<file path="src/rtl/cdr_pkg.sv">
// -----------------------------------------------------------------------------
// cdr_pkg
// Shared definitions for the ZigBee receiver CDR blocks (phase controller,
// decision counter and friends).
//   cdr_state_t : controller state encoding, also exported on o_state
//   NB_P_W      : width of the samples-per-chip configuration
//   NB_P_MIN    : smallest samples-per-chip value the decision counter supports
// -----------------------------------------------------------------------------
package cdr_pkg;

    typedef enum logic [1:0] {
        IDLE  = 2'd0,
        ACQ   = 2'd1,
        TRACK = 2'd2
    } cdr_state_t;

    localparam int NB_P_W   = 6;
    localparam int NB_P_MIN = 2;

endpackage

</file>
<file path="src/rtl/cdr_loop_filter.sv">
// -----------------------------------------------------------------------------
// cdr_loop_filter
// Signed saturating early/late accumulator with threshold compare.
// The accumulator moves only on decision cycles; when the updated value
// reaches +thr or -thr a correction request is raised in the same cycle
// and the accumulator restarts from zero.
// Ports:
//   i_clk, i_rst   clock, asynchronous active-high reset
//   i_clr          clear accumulator (wins over a decision in the same cycle)
//   i_thr          current correction threshold (positive, unsigned)
//   i_dec          decision strobe (already qualified by the controller)
//   i_early/i_late early/late votes, meaningful only with i_dec
//   o_adv_req      combinational: advance requested by this decision
//   o_slip_req     combinational: slip requested by this decision
// -----------------------------------------------------------------------------
module cdr_loop_filter #(
    parameter int ACC_W = 5
) (
    input  logic             i_clk,
    input  logic             i_rst,
    input  logic             i_clr,
    input  logic [ACC_W-1:0] i_thr,
    input  logic             i_dec,
    input  logic             i_early,
    input  logic             i_late,
    output logic             o_adv_req,
    output logic             o_slip_req
);

    localparam int ACC_MAX_I = (1 << (ACC_W - 1)) - 1;
    localparam logic signed [ACC_W:0] ACC_MAX = (ACC_W + 1)'(ACC_MAX_I);
    localparam logic signed [ACC_W:0] ACC_MIN = -ACC_MAX;

    // Symmetric saturation: the most negative code is never used so that
    // +/- thresholds behave identically.
    function automatic logic signed [ACC_W-1:0] sat(input logic signed [ACC_W:0] v);
        logic signed [ACC_W-1:0] r;
        if (v > ACC_MAX)
            r = ACC_MAX[ACC_W-1:0];
        else if (v < ACC_MIN)
            r = ACC_MIN[ACC_W-1:0];
        else
            r = v[ACC_W-1:0];
        return r;
    endfunction

    logic signed [ACC_W-1:0] acc_q;
    logic signed [ACC_W-1:0] acc_nxt;
    logic signed [ACC_W:0]   step;
    logic signed [ACC_W:0]   sum;
    logic signed [ACC_W:0]   acc_nxt_x;
    logic signed [ACC_W:0]   thr_s;

    always_comb begin
        step = '0;
        if (i_early && !i_late)
            step = (ACC_W + 1)'(1);
        else if (i_late && !i_early)
            step = {(ACC_W + 1){1'b1}};
        sum       = {acc_q[ACC_W-1], acc_q} + step;
        acc_nxt   = sat(sum);
        acc_nxt_x = {acc_nxt[ACC_W-1], acc_nxt};
        thr_s     = {1'b0, i_thr};
        o_adv_req  = i_dec && (acc_nxt_x >= thr_s);
        o_slip_req = i_dec && (acc_nxt_x <= -thr_s);
    end

    always_ff @(posedge i_clk or posedge i_rst) begin
        if (i_rst)
            acc_q <= '0;
        else if (i_clr)
            acc_q <= '0;
        else if (i_dec)
            acc_q <= (o_adv_req || o_slip_req) ? '0 : acc_nxt;
    end

endmodule

</file>
<file path="src/rtl/cdr_phase_ctrl.sv">
// -----------------------------------------------------------------------------
// cdr_phase_ctrl
// Phase-tracking controller for the ZigBee receiver CDR. Filters early/late
// votes from the timing error detector and issues one-cycle advance/slip
// commands to the decision counter; runs the IDLE/ACQ/TRACK lock FSM.
// Ports:
//   i_clk, i_rst  clock, asynchronous active-high reset
//   i_en          receiver enable; low returns to IDLE
//   i_nb_P        samples per chip, latched on IDLE->ACQ
//   i_en_dec      decision strobe (one cycle per chip)
//   i_early/i_late votes, valid only with i_en_dec
//   o_nb_P        latched samples-per-chip
//   o_adv/o_slip  one-cycle correction pulses, one cycle after the strobe
//   o_lock        locked (TRACK state)
//   o_state       0=IDLE 1=ACQ 2=TRACK
//   o_cfg_err     sticky: enable seen with i_nb_P < NB_P_MIN
// Build option CDR_STATS_EN adds o_adv_cnt/o_slip_cnt, saturating counts of
// issued pulses, cleared on reset and on IDLE->ACQ.
// -----------------------------------------------------------------------------
module cdr_phase_ctrl
    import cdr_pkg::*;
#(
    parameter int ACC_W    = 5,
    parameter int ACQ_THR  = 2,
    parameter int TRK_THR  = 8,
    parameter int LOCK_CNT = 16,
    parameter int LOSS_WIN = 32,
    parameter int LOSS_MAX = 4
) (
    input  logic              i_clk,
    input  logic              i_rst,
    input  logic              i_en,
    input  logic [NB_P_W-1:0] i_nb_P,
    input  logic              i_en_dec,
    input  logic              i_early,
    input  logic              i_late,
    output logic [NB_P_W-1:0] o_nb_P,
    output logic              o_adv,
    output logic              o_slip,
    output logic              o_lock,
    output logic [1:0]        o_state,
    output logic              o_cfg_err
`ifdef CDR_STATS_EN
    ,
    output logic [15:0]       o_adv_cnt,
    output logic [15:0]       o_slip_cnt
`endif
);

    localparam int LOCK_W = $clog2(LOCK_CNT) + 1;
    localparam int WIN_W  = $clog2(LOSS_WIN) + 1;
    localparam int CORR_W = $clog2(LOSS_MAX) + 1;

    cdr_state_t        state_q, state_d;
    logic [LOCK_W-1:0] lock_cnt_q, lock_cnt_d, lock_inc;
    logic [WIN_W-1:0]  win_cnt_q, win_cnt_d, win_inc;
    logic [CORR_W-1:0] corr_cnt_q, corr_cnt_d, corr_inc;
    logic [NB_P_W-1:0] nb_p_q;
    logic              cfg_err_q, cfg_err_d;
    logic              nb_load;
    logic              filt_clr;
    logic              dec;
    logic              corr;
    logic              adv_req, slip_req;
    logic              adv_p1, slip_p1;
    logic [ACC_W-1:0]  thr_sel;

    // Votes count only while the loop is running and enabled.
    assign dec     = i_en && i_en_dec && ((state_q == ACQ) || (state_q == TRACK));
    assign corr    = adv_req || slip_req;
    assign thr_sel = (state_q == TRACK) ? ACC_W'(TRK_THR) : ACC_W'(ACQ_THR);

    cdr_loop_filter #(
        .ACC_W (ACC_W)
    ) u_filt (
        .i_clk      (i_clk),
        .i_rst      (i_rst),
        .i_clr      (filt_clr),
        .i_thr      (thr_sel),
        .i_dec      (dec),
        .i_early    (i_early),
        .i_late     (i_late),
        .o_adv_req  (adv_req),
        .o_slip_req (slip_req)
    );

    always_comb begin
        state_d    = state_q;
        lock_cnt_d = lock_cnt_q;
        win_cnt_d  = win_cnt_q;
        corr_cnt_d = corr_cnt_q;
        cfg_err_d  = cfg_err_q;
        nb_load    = 1'b0;
        filt_clr   = 1'b0;
        lock_inc   = lock_cnt_q + LOCK_W'(1);
        win_inc    = win_cnt_q + WIN_W'(1);
        // corr_cnt stops at LOSS_MAX so a narrow counter never wraps.
        corr_inc   = (corr_cnt_q >= CORR_W'(LOSS_MAX)) ? corr_cnt_q
                                                        : corr_cnt_q + CORR_W'(corr);

        if (!i_en) begin
            state_d    = IDLE;
            lock_cnt_d = '0;
            win_cnt_d  = '0;
            corr_cnt_d = '0;
            filt_clr   = 1'b1;
        end else begin
            case (state_q)
                IDLE: begin
                    lock_cnt_d = '0;
                    win_cnt_d  = '0;
                    corr_cnt_d = '0;
                    filt_clr   = 1'b1;
                    if (i_nb_P >= NB_P_W'(NB_P_MIN)) begin
                        state_d   = ACQ;
                        nb_load   = 1'b1;
                        cfg_err_d = 1'b0;
                    end else begin
                        cfg_err_d = 1'b1;
                    end
                end
                ACQ: begin
                    if (dec) begin
                        // A correcting decision restarts the count, so it can never lock.
                        if (corr) begin
                            lock_cnt_d = '0;
                        end else if (lock_inc == LOCK_W'(LOCK_CNT)) begin
                            state_d    = TRACK;
                            lock_cnt_d = '0;
                            win_cnt_d  = '0;
                            corr_cnt_d = '0;
                            filt_clr   = 1'b1;
                        end else begin
                            lock_cnt_d = lock_inc;
                        end
                    end
                end
                TRACK: begin
                    if (dec) begin
                        if (win_inc == WIN_W'(LOSS_WIN)) begin
                            win_cnt_d  = '0;
                            corr_cnt_d = '0;
                            if (corr_inc >= CORR_W'(LOSS_MAX)) begin
                                state_d    = ACQ;
                                lock_cnt_d = '0;
                                filt_clr   = 1'b1;
                            end
                        end else begin
                            win_cnt_d  = win_inc;
                            corr_cnt_d = corr_inc;
                        end
                    end
                end
                default: begin
                    state_d  = IDLE;
                    filt_clr = 1'b1;
                end
            endcase
        end
    end

    // ---- stage p1: registered state and correction pulses ----
    always_ff @(posedge i_clk or posedge i_rst) begin
        if (i_rst) begin
            state_q    <= IDLE;
            lock_cnt_q <= '0;
            win_cnt_q  <= '0;
            corr_cnt_q <= '0;
            nb_p_q     <= '0;
            cfg_err_q  <= 1'b0;
            adv_p1     <= 1'b0;
            slip_p1    <= 1'b0;
        end else begin
            state_q    <= state_d;
            lock_cnt_q <= lock_cnt_d;
            win_cnt_q  <= win_cnt_d;
            corr_cnt_q <= corr_cnt_d;
            cfg_err_q  <= cfg_err_d;
            adv_p1     <= adv_req;
            slip_p1    <= slip_req;
            if (nb_load)
                nb_p_q <= i_nb_P;
        end
    end

    assign o_nb_P    = nb_p_q;
    assign o_adv     = adv_p1;
    assign o_slip    = slip_p1;
    assign o_lock    = (state_q == TRACK);
    assign o_state   = state_q;
    assign o_cfg_err = cfg_err_q;

`ifdef CDR_STATS_EN
    logic [15:0] adv_cnt_q, slip_cnt_q;

    always_ff @(posedge i_clk or posedge i_rst) begin
        if (i_rst) begin
            adv_cnt_q  <= '0;
            slip_cnt_q <= '0;
        end else if (nb_load) begin
            adv_cnt_q  <= '0;
            slip_cnt_q <= '0;
        end else begin
            if (adv_req && (adv_cnt_q != 16'hFFFF))
                adv_cnt_q <= adv_cnt_q + 16'd1;
            if (slip_req && (slip_cnt_q != 16'hFFFF))
                slip_cnt_q <= slip_cnt_q + 16'd1;
        end
    end

    assign o_adv_cnt  = adv_cnt_q;
    assign o_slip_cnt = slip_cnt_q;
`endif

endmodule
</file>
<file path="config.mk">
export PLATFORM = sky130hd
export DESIGN_NAME = cdr_phase_ctrl
export DESIGN_NICKNAME = d
export VERILOG_FILES = /design/src/rtl/cdr_pkg.sv /design/src/rtl/cdr_loop_filter.sv /design/src/rtl/cdr_phase_ctrl.sv
export SDC_FILE = /design/constraint.sdc
export NUM_CORES = 1
export LEC_CHECK = 0
export BUFFER_PORTS_ARGS = -buffer_cell sky130_fd_sc_hd__buf_2
export CAP_MARGIN = 15
export CORE_UTILIZATION = 59
export DETAILED_ROUTE_END_ITERATION = 16
export PLACE_DENSITY = 0.8
export SLEW_MARGIN = 20
export SYNTH_ARGS = -nofsm -noshare
export SYNTH_HDL_FRONTEND = slang
export SYNTH_SLANG_ARGS = --single-unit
export TNS_END_PERCENT = 1
</file>
<file path="constraint.sdc">
create_clock -name i_clk -period 5.5 [get_ports i_clk]
set_clock_uncertainty 0.05 [all_clocks]
set_input_delay 0.275 -clock i_clk [delete_from_list [all_inputs] [get_ports i_clk]]
set_output_delay 0.275 -clock i_clk [all_outputs]
set_load 0.03 [all_outputs]
</file>
==> results of run 1 <==
[synth_stat cells, types with 2 or more instances]
cell type	count
sky130_fd_sc_hd__buf_6	2
sky130_fd_sc_hd__a211oi_1	2
sky130_fd_sc_hd__mux2_2	5
sky130_fd_sc_hd__a211o_1	2
sky130_fd_sc_hd__a32o_1	5
sky130_fd_sc_hd__dfrtp_1	30
sky130_fd_sc_hd__o31ai_1	2
sky130_fd_sc_hd__a21boi_0	2
sky130_fd_sc_hd__ha_1	17
sky130_fd_sc_hd__o21ai_0	9
sky130_fd_sc_hd__o22ai_1	2
sky130_fd_sc_hd__nand3_1	11
sky130_fd_sc_hd__nor2_2	2
sky130_fd_sc_hd__nor2_1	17
sky130_fd_sc_hd__o21a_1	2
sky130_fd_sc_hd__nor3_1	8
sky130_fd_sc_hd__a41o_1	2
sky130_fd_sc_hd__nand2_1	23
sky130_fd_sc_hd__o21ai_1	7
sky130_fd_sc_hd__nand2b_1	5
sky130_fd_sc_hd__nor2b_1	3
sky130_fd_sc_hd__or2_1	2
sky130_fd_sc_hd__a22o_1	3
sky130_fd_sc_hd__nand3b_1	3
sky130_fd_sc_hd__and3_1	3
sky130_fd_sc_hd__and3b_1	2
sky130_fd_sc_hd__a21o_1	2
sky130_fd_sc_hd__a21oi_1	14
sky130_fd_sc_hd__o21bai_1	2
sky130_fd_sc_hd__buf_2	2
sky130_fd_sc_hd__nor3b_1	2
sky130_fd_sc_hd__inv_1	12
sky130_fd_sc_hd__o31ai_2	2
sky130_fd_sc_hd__clkbuf_1	2
sky130_fd_sc_hd__or3_1	2
sky130_fd_sc_hd__xor2_1	2
sky130_fd_sc_hd__mux2i_1	4
sky130_fd_sc_hd__nand4_1	4
[worst max-delay path: stages, from the launching register on]
cell and delay [ns]:
sky130_fd_sc_hd__dfrtp_1 0.45, sky130_fd_sc_hd__ha_1 0.36, sky130_fd_sc_hd__and3b_1 0.20, sky130_fd_sc_hd__a211o_1 0.34, sky130_fd_sc_hd__a211o_1 0.37, sky130_fd_sc_hd__maj3_1 0.39, sky130_fd_sc_hd__ha_1 0.29, sky130_fd_sc_hd__inv_1 0.07
sky130_fd_sc_hd__nor2_1 0.04, sky130_fd_sc_hd__o22ai_1 0.23, sky130_fd_sc_hd__or2_1 0.24, sky130_fd_sc_hd__a31oi_4 0.11, sky130_fd_sc_hd__inv_2 0.13, sky130_fd_sc_hd__ha_1 0.16, sky130_fd_sc_hd__ha_1 0.15, sky130_fd_sc_hd__nor2_1 0.04
sky130_fd_sc_hd__nor4b_1 0.45, sky130_fd_sc_hd__o221ai_1 0.41, sky130_fd_sc_hd__nor3_1 0.27, sky130_fd_sc_hd__a21oi_1 0.06, sky130_fd_sc_hd__o31ai_1 0.21
[worst max path at each step]
stage,startpoint,to,slack (ns),cells past startpoint
final,u_filt.acc_q[2],lock_cnt_q[3],0.38,20
after global routing,i_early,lock_cnt_q[3],0.03,23
after CTS,i_early,lock_cnt_q[3],0.44,23
after detailed placement,i_early,lock_cnt_q[3],0.15,23
after global placement,i_early,lock_cnt_q[3],0.37,23
after floorplan,i_early,lock_cnt_q[4],0.70,21
[registers in the layout, indices dropped and copies added (netlist names)]
| name | cells |
|---|---|
| u_filt.acc_q | 5 |
| o_nb_P | 6 |
| o_state | 2 |
| o_cfg_err | 1 |
| win_cnt_q | 6 |
| o_slip | 1 |
| corr_cnt_q | 3 |
| o_adv | 1 |
| lock_cnt_q | 5 |
[stage by stage]
step	area, sq um	total power, W
5_1_grt	2440	0.00102
4_1_cts	2440	0.000957
3_3_place_gp	2350	0.000754
2_1_floorplan	2190	0.000660
3_5_place_dp	2350	0.000769
6_report	2440	0.000956
[power by group]
part           switching (W)  internal, W
combinational       0.000300     0.000170
sequential         0.0000376     0.000264
clock              0.0000836     0.000101
total               0.000421     0.000535
[cells by family (layout without fill, tap and decap cells)]
family	Yosys count	after routing	synth area share, %
xor+xnor	2	2	0.802
compound gates	69	69	24.0
simple gates	93	93	22.0
flops	30	30	34.3
mux	9	9	4.41
fa+ha+maj	18	18	10.2
buf+inv	20	49	4.24
[final cells by class]
| cell class | instances | area [sq um] |
|---|---|---|
| Fill cell | 275 | 1000 |
| Clock buffer | 7 | 86.3 |
| Clock inverter | 1 | 5.00 |
| Timing Repair Buffer | 27 | 145 |
| Tap cell | 46 | 57.6 |
| Multi-Input combinational cell | 191 | 1340 |
| Sequential cell | 30 | 751 |
| Inverter | 14 | 52.6 |
[routing by layer]
layer	up-vias	wire length, microns	part of all wire, %
li1	949	-	-
met1	915	2240	47
met2	41	2300	48
met3	6	203	4.2
met4	0	54	1.1
met5	-	0	0
==> flow_summary_export.csv, run 1 <==
group,metric,value,unit
cts,clk_latency,0.28,ns
cts,clock_tree.buffer_depth,2,
cts,root_buffer,"sky130_fd_sc_hd__clkbuf_8",
layout,mostFrequentLayoutCells,"sky130_fd_sc_hd__dfrtp_1 (30), sky130_fd_sc_hd__nand2_1 (23), sky130_fd_sc_hd__buf_2 (23)",
yosys,yosysTopAreaCell,"sky130_fd_sc_hd__dfrtp_1",
sta,timing_hold_violations_final,0,
power,power.leakage,1.13,nW
global_route,gr-total-overflow,0,
worst_setup_path,worst-endpoint-arrival,5.26,ns
worst_setup_path,r2r_end,"lock_cnt_q[3]",
sta,finalMaxSlewViolations,0,
sta,achievable-frequency,195,MHz
global_route,number_of_antenna_violations_at_the_first_check_in_global_routing,0,
worst_setup_path,crit_path_end_kind,"flop",
cts,clk_pin_slew_worst_paths,0.06,ns
cts,postCtsHoldBufs,0,
global_route,met1_global_route_usage,34.6,%
floorplan,die_w,62.9,microns
global_route,largest_net_degree_at_the_start_of_global_routing,31,
worst_setup_path,rrSetupSlack,0.38,ns
route,route.detailed.drc,0,
route,drt_pass1_iterations,4,
run_status,outcome,"finished, final reports clean",
run,drv_cap,0,
layout,antenna-diode-count,0,
yosys,synthDistinctLibCells,58,
sta,final.setup.worst_slack,0.378,ns
power,powerDensity,392,nW/um^2
yosys,postSynthCellCount,241,
yosys,synthesis.area,2190,sq um
layout,layout-area-overhead-vs-synth,11.6,%
sta,finalSetupTns,0,ns
global_route,global_route.peak_usage_layer,"met2",
sta,rsz_0062_raised_after_global_routing,"no",
power,irDropWorstVdd,0.283,mV
route,detailed_route_wl,4.80,mm
worst_setup_path,worst-path-max-fanout,8,
layout,fin_cells,316,
hold_path,min-delay-path-class,"input pin to asynchronous set/reset pin",
cts,cts_inserted_buffers,5,
floorplan,core_region_area,3440,sq um
cts,cts_tree,"built",
route,detailedRoute.firstIterationViolations,171,
floorplan,fp.dieH,62.9,microns
cts,clock_tree.htree_level_count,2,
worst_setup_path,timing.critical_path.from_type,"flop",
route,routedWlPerCell,15.2,microns
global_route,via_count_of_the_first_global_routing_pass,1766,
cts,setup_fix_buffers_added_after_clock_tree_synthesis,0,
sta,max_transition_margin,49.2,%
yosys,synth_edf_count,0,
sta,min_period_over_period,93.1,%
yosys,ff_latch_count_synth,30,
yosys,synth.yosys.warnings,0,
layout,layout-drive-gt1-share,18.9,%
layout,final_common_cell,"sky130_fd_sc_hd__dfrtp_1",
worst_setup_path,cp_data_required_time,5.63,ns
cts,ctsResizeCount,0,
yosys,ys_seq_area_share,34.3,%
worst_setup_path,setup.worst_path.class,"flop to flop",
floorplan,initial_core_util,63.5,%
yosys,yosys-top-cells-area,"sky130_fd_sc_hd__dfrtp_1 (34%), sky130_fd_sc_hd__ha_1 (9.7%), sky130_fd_sc_hd__nand2_1 (3.9%)",
floorplan,row_count,21,
yosys,post_synth.cell_area_avg,9.07,sq um
worst_setup_path,r2r-start,"u_filt.acc_q[2]",
route,ant_nets,0,
yosys,synth_nets,270,
sta,setup_viol_count_final,0,
yosys,synth_ff_type,"sky130_fd_sc_hd__dfrtp_1",
worst_setup_path,reg2reg_depth,20,
route,avgViaCountPerCell,6.05,
placement,dp_hpwl,3.49,mm
global_route,wire_length_of_the_first_global_routing_pass,8.16,mm
global_route,met2_usage,42.6,%
placement,placement.setup.worst_slack,0.152,ns
placement,routability_congestion_estimate,0.903,
floorplan,die-area,3950,sq um
floorplan,io_pins,24,
yosys,synth_largest_type_area_fraction,34.3,%
placement,io_buffers,23,
layout,finalNetCount,298,
sta,layout_min_cycle_time,5.12,ns
placement,dp_cells,308,
route,dr_total_vias,1911,
global_route,grt.met3_usage,6.57,%
sta,fin_hold_ws,0.00291,ns
yosys,async_s_r_ff_share_synth,100,%
sta,max_slew.worst_pin.slew,0.756,ns
layout,finish.utilization,70.9,%
global_route,grt_overall_usage,26.3,%
cts,clock-sinks,30,
Power figures use the tool's default switching activity.
==> run 2: changes to the inputs <==
- ABC_AREA: not set -> 1
==> run 2 against run 1 <==
The flow now finishes with violations (hold timing). Utilization rose by 1.1 points. Global-route usage down 1.1 points. Maximum frequency increased by 27%. Critical path depth rose by 12. Total power up 1.2%. Worst setup slack improved by 1.1 ns. Final cell count up 19%. Die area increased by 1.3%. Critical endpoint unchanged.
==> flow_summary_export.csv, run 2 <==
group,metric,value,unit
floorplan,die-area,4000,sq um
global_route,gr-total-overflow,0,
global_route,largest_net_degree_at_the_start_of_global_routing,31,
sta,rsz_0062_raised_after_global_routing,"no",
power,irDropWorstVdd,0.327,mV
worst_setup_path,timing.critical_path.from_type,"input pin",
route,route.detailed.drc,0,
layout,mostFrequentLayoutCells,"sky130_fd_sc_hd__nand2_1 (90), sky130_fd_sc_hd__inv_1 (44), sky130_fd_sc_hd__dfrtp_1 (30)",
worst_setup_path,timing.critical_path.slowest_stage_cell,"sky130_fd_sc_hd__or2_2",
yosys,synth_ff_type,"sky130_fd_sc_hd__dfrtp_1",
sta,finalMaxSlewViolations,0,
cts,clock_tree.buffer_depth,2,
yosys,synth_edf_count,0,
worst_setup_path,worst-path-max-fanout,9,
sta,fin_hold_ws,-0.000928,ns
cts,root_buffer,"sky130_fd_sc_hd__clkbuf_8",
route,routedWlPerCell,11.4,microns
cts,clk_latency,0.28,ns
sta,layout_min_cycle_time,4.05,ns
power,powerDensity,388,nW/um^2
worst_setup_path,worst-endpoint-arrival,4.20,ns
route,avgViaCountPerCell,5.07,
placement,io_buffers,23,
floorplan,initial_core_util,63.9,%
floorplan,core_region_area,3470,sq um
sta,max_slew.worst_pin.slew,0.421,ns
global_route,via_count_of_the_first_global_routing_pass,1956,
worst_setup_path,setup.worst_path.start,"i_early",
layout,antenna-diode-count,0,
yosys,synthesis.area,2220,sq um
sta,min_period_over_period,73.6,%
yosys,async_s_r_ff_share_synth,100,%
cts,ctsResizeCount,0,
layout,finalNetCount,357,
layout,final_common_cell,"sky130_fd_sc_hd__nand2_1",
yosys,synth.yosys.warnings,0,
hold_path,min-delay-path-class,"input pin to asynchronous set/reset pin",
yosys,ys_seq_area_share,33.9,%
worst_setup_path,r2r-start,"u_filt.acc_q[1]",
route,detailed_route_wl,4.28,mm
worst_setup_path,rrSetupSlack,1.46,ns
sta,setup_viol_count_final,0,
yosys,yosysTopAreaCell,"sky130_fd_sc_hd__dfrtp_1",
cts,clk_pin_slew_worst_paths,0.06,ns
yosys,post_synth.cell_area_avg,7.44,sq um
placement,dp_cells,367,
yosys,yosys-top-cells-area,"sky130_fd_sc_hd__dfrtp_1 (34%), sky130_fd_sc_hd__nand2_1 (15%), sky130_fd_sc_hd__ha_1 (9.6%)",
floorplan,die_w,63.3,microns
worst_setup_path,reg2reg_depth,29,
cts,cts_tree,"built",
cts,cts_inserted_buffers,5,
floorplan,row_count,21,
layout,layout-drive-gt1-share,19.1,%
layout,fin_cells,375,
run_status,outcome,"finished with violations",
yosys,yosys.cell_count.top_type,"sky130_fd_sc_hd__nand2_1",
cts,postCtsHoldBufs,0,
placement,post_placement_cell_area,2380,sq um
cts,clock_tree.htree_level_count,2,
run,drv_cap,0,
yosys,synth_nets,327,
worst_setup_path,setup.worst_path.class,"input pin to flop",
worst_setup_path,crit_path_end_kind,"flop",
route,ant_nets,0,
route,detailedRoute.firstIterationViolations,82,
route,drt_pass1_iterations,4,
sta,max_transition_margin,71.8,%
cts,clock-sinks,30,
yosys,netlist_top_cells_count,"sky130_fd_sc_hd__nand2_1 (90), sky130_fd_sc_hd__inv_1 (44), sky130_fd_sc_hd__dfrtp_1 (30)",
yosys,postSynthCellCount,298,
route,dr_total_vias,1902,
global_route,grt_overall_usage,25.2,%
cts,setup_fix_buffers_added_after_clock_tree_synthesis,0,
sta,achievable-frequency,247,MHz
yosys,ff_latch_count_synth,30,
yosys,synthDistinctLibCells,33,
layout,layout-area-overhead-vs-synth,12.6,%
global_route,number_of_antenna_violations_at_the_first_check_in_global_routing,0,
layout,layout.cell_area.non_filler,2490,sq um
yosys,synth_largest_type_area_fraction,33.9,%
floorplan,io_pins,24,
floorplan,fp.dieH,63.3,microns
worst_setup_path,r2r_end,"lock_cnt_q[3]",
worst_setup_path,cp_data_required_time,5.66,ns
power,power.leakage,1.40,nW
sta,timing_hold_violations_final,1,
worst_setup_path,capture_point_of_the_worst_path,"lock_cnt_q[3]",
global_route,wire_length_of_the_first_global_routing_pass,7.95,mm
sta,finalSetupTns,0,ns
run_status,violations,"hold timing",
worst_setup_path,slowest_delay,0.29,ns
placement,routability_congestion_estimate,0.843,
placement,dp_hpwl,3.30,mm
run 2: layout make-up:
class                           instances  area (sq um)
Sequential cell                        30           751
Timing Repair Buffer                   24           123
Inverter                               46           173
Fill cell                             294           973
Clock buffer                            8           110
Multi-Input combinational cell        221          1280
Tap cell                               46          57.6
run 2: worst min-delay path by stage:
stage | from | end | slack [ns]
after floorplan | i_rst | corr_cnt_q[0] | 0.32
after detailed placement | i_rst | o_nb_P[2] | 0.32
final | i_rst | o_nb_P[2] | -0.0009
after CTS | i_rst | o_nb_P[2] | 0.01
after global routing | i_rst | o_nb_P[2] | 0.02
after global placement | i_rst | o_nb_P[2] | 0.31
run 2: kinds of logic (layout without fill, tap and decap cells):
group / after synthesis / after routing / synth area share, %
buffers and inverters: 47 / 78 / 8.30
xor gates and xnor gates: 8 / 8 / 3.16
and+or+nand+nor: 175 / 175 / 38.2
muxes: 5 / 5 / 2.43
DFF: 30 / 30 / 33.9
AOI/OAI and AO/OA: 16 / 16 / 4.46
adders and majority gates: 17 / 17 / 9.60
run 2: metal layers:
metal / global-route usage, % / vias up / share of wire (%)
met5: 0 / - / 0
met1: 30.5 / 842 / 46
met3: 5.62 / 7 / 5.2
met2: 43.5 / 50 / 47
li1: - / 1003 / -
met4: 9.38 / 0 / 1.5
run 2: power breakdown:
group          internal (W)  switching, W  total (W)
clock network      0.000126     0.0000784   0.000205
registers          0.000264     0.0000323   0.000296
logic              0.000149      0.000318   0.000467
total              0.000539      0.000429   0.000968
run 2: through the flow:
stage / worst slack [ns] / total power [W] / hold slack (ns) / util [%]
global placement: 1.32 / 0.000755 / 0.314 / 68.8
floorplan: 1.62 / 0.000663 / 0.316 / -
finish: 1.45 / 0.000968 / -0.000928 / 71.9
global route: 0.903 / 0.00105 / 0.0226 / 71.9
detailed placement: 1.18 / 0.000767 / 0.315 / 68.8
CTS: 1.47 / 0.000974 / 0.0131 / 71.9
run 2: worst max-delay path, delay by kind of cell:
kind,cells,cell delay [ns]
compound gates,3,0.42
fa+ha+maj,5,1.09
buf+inv,7,0.51
simple gates,17,1.91
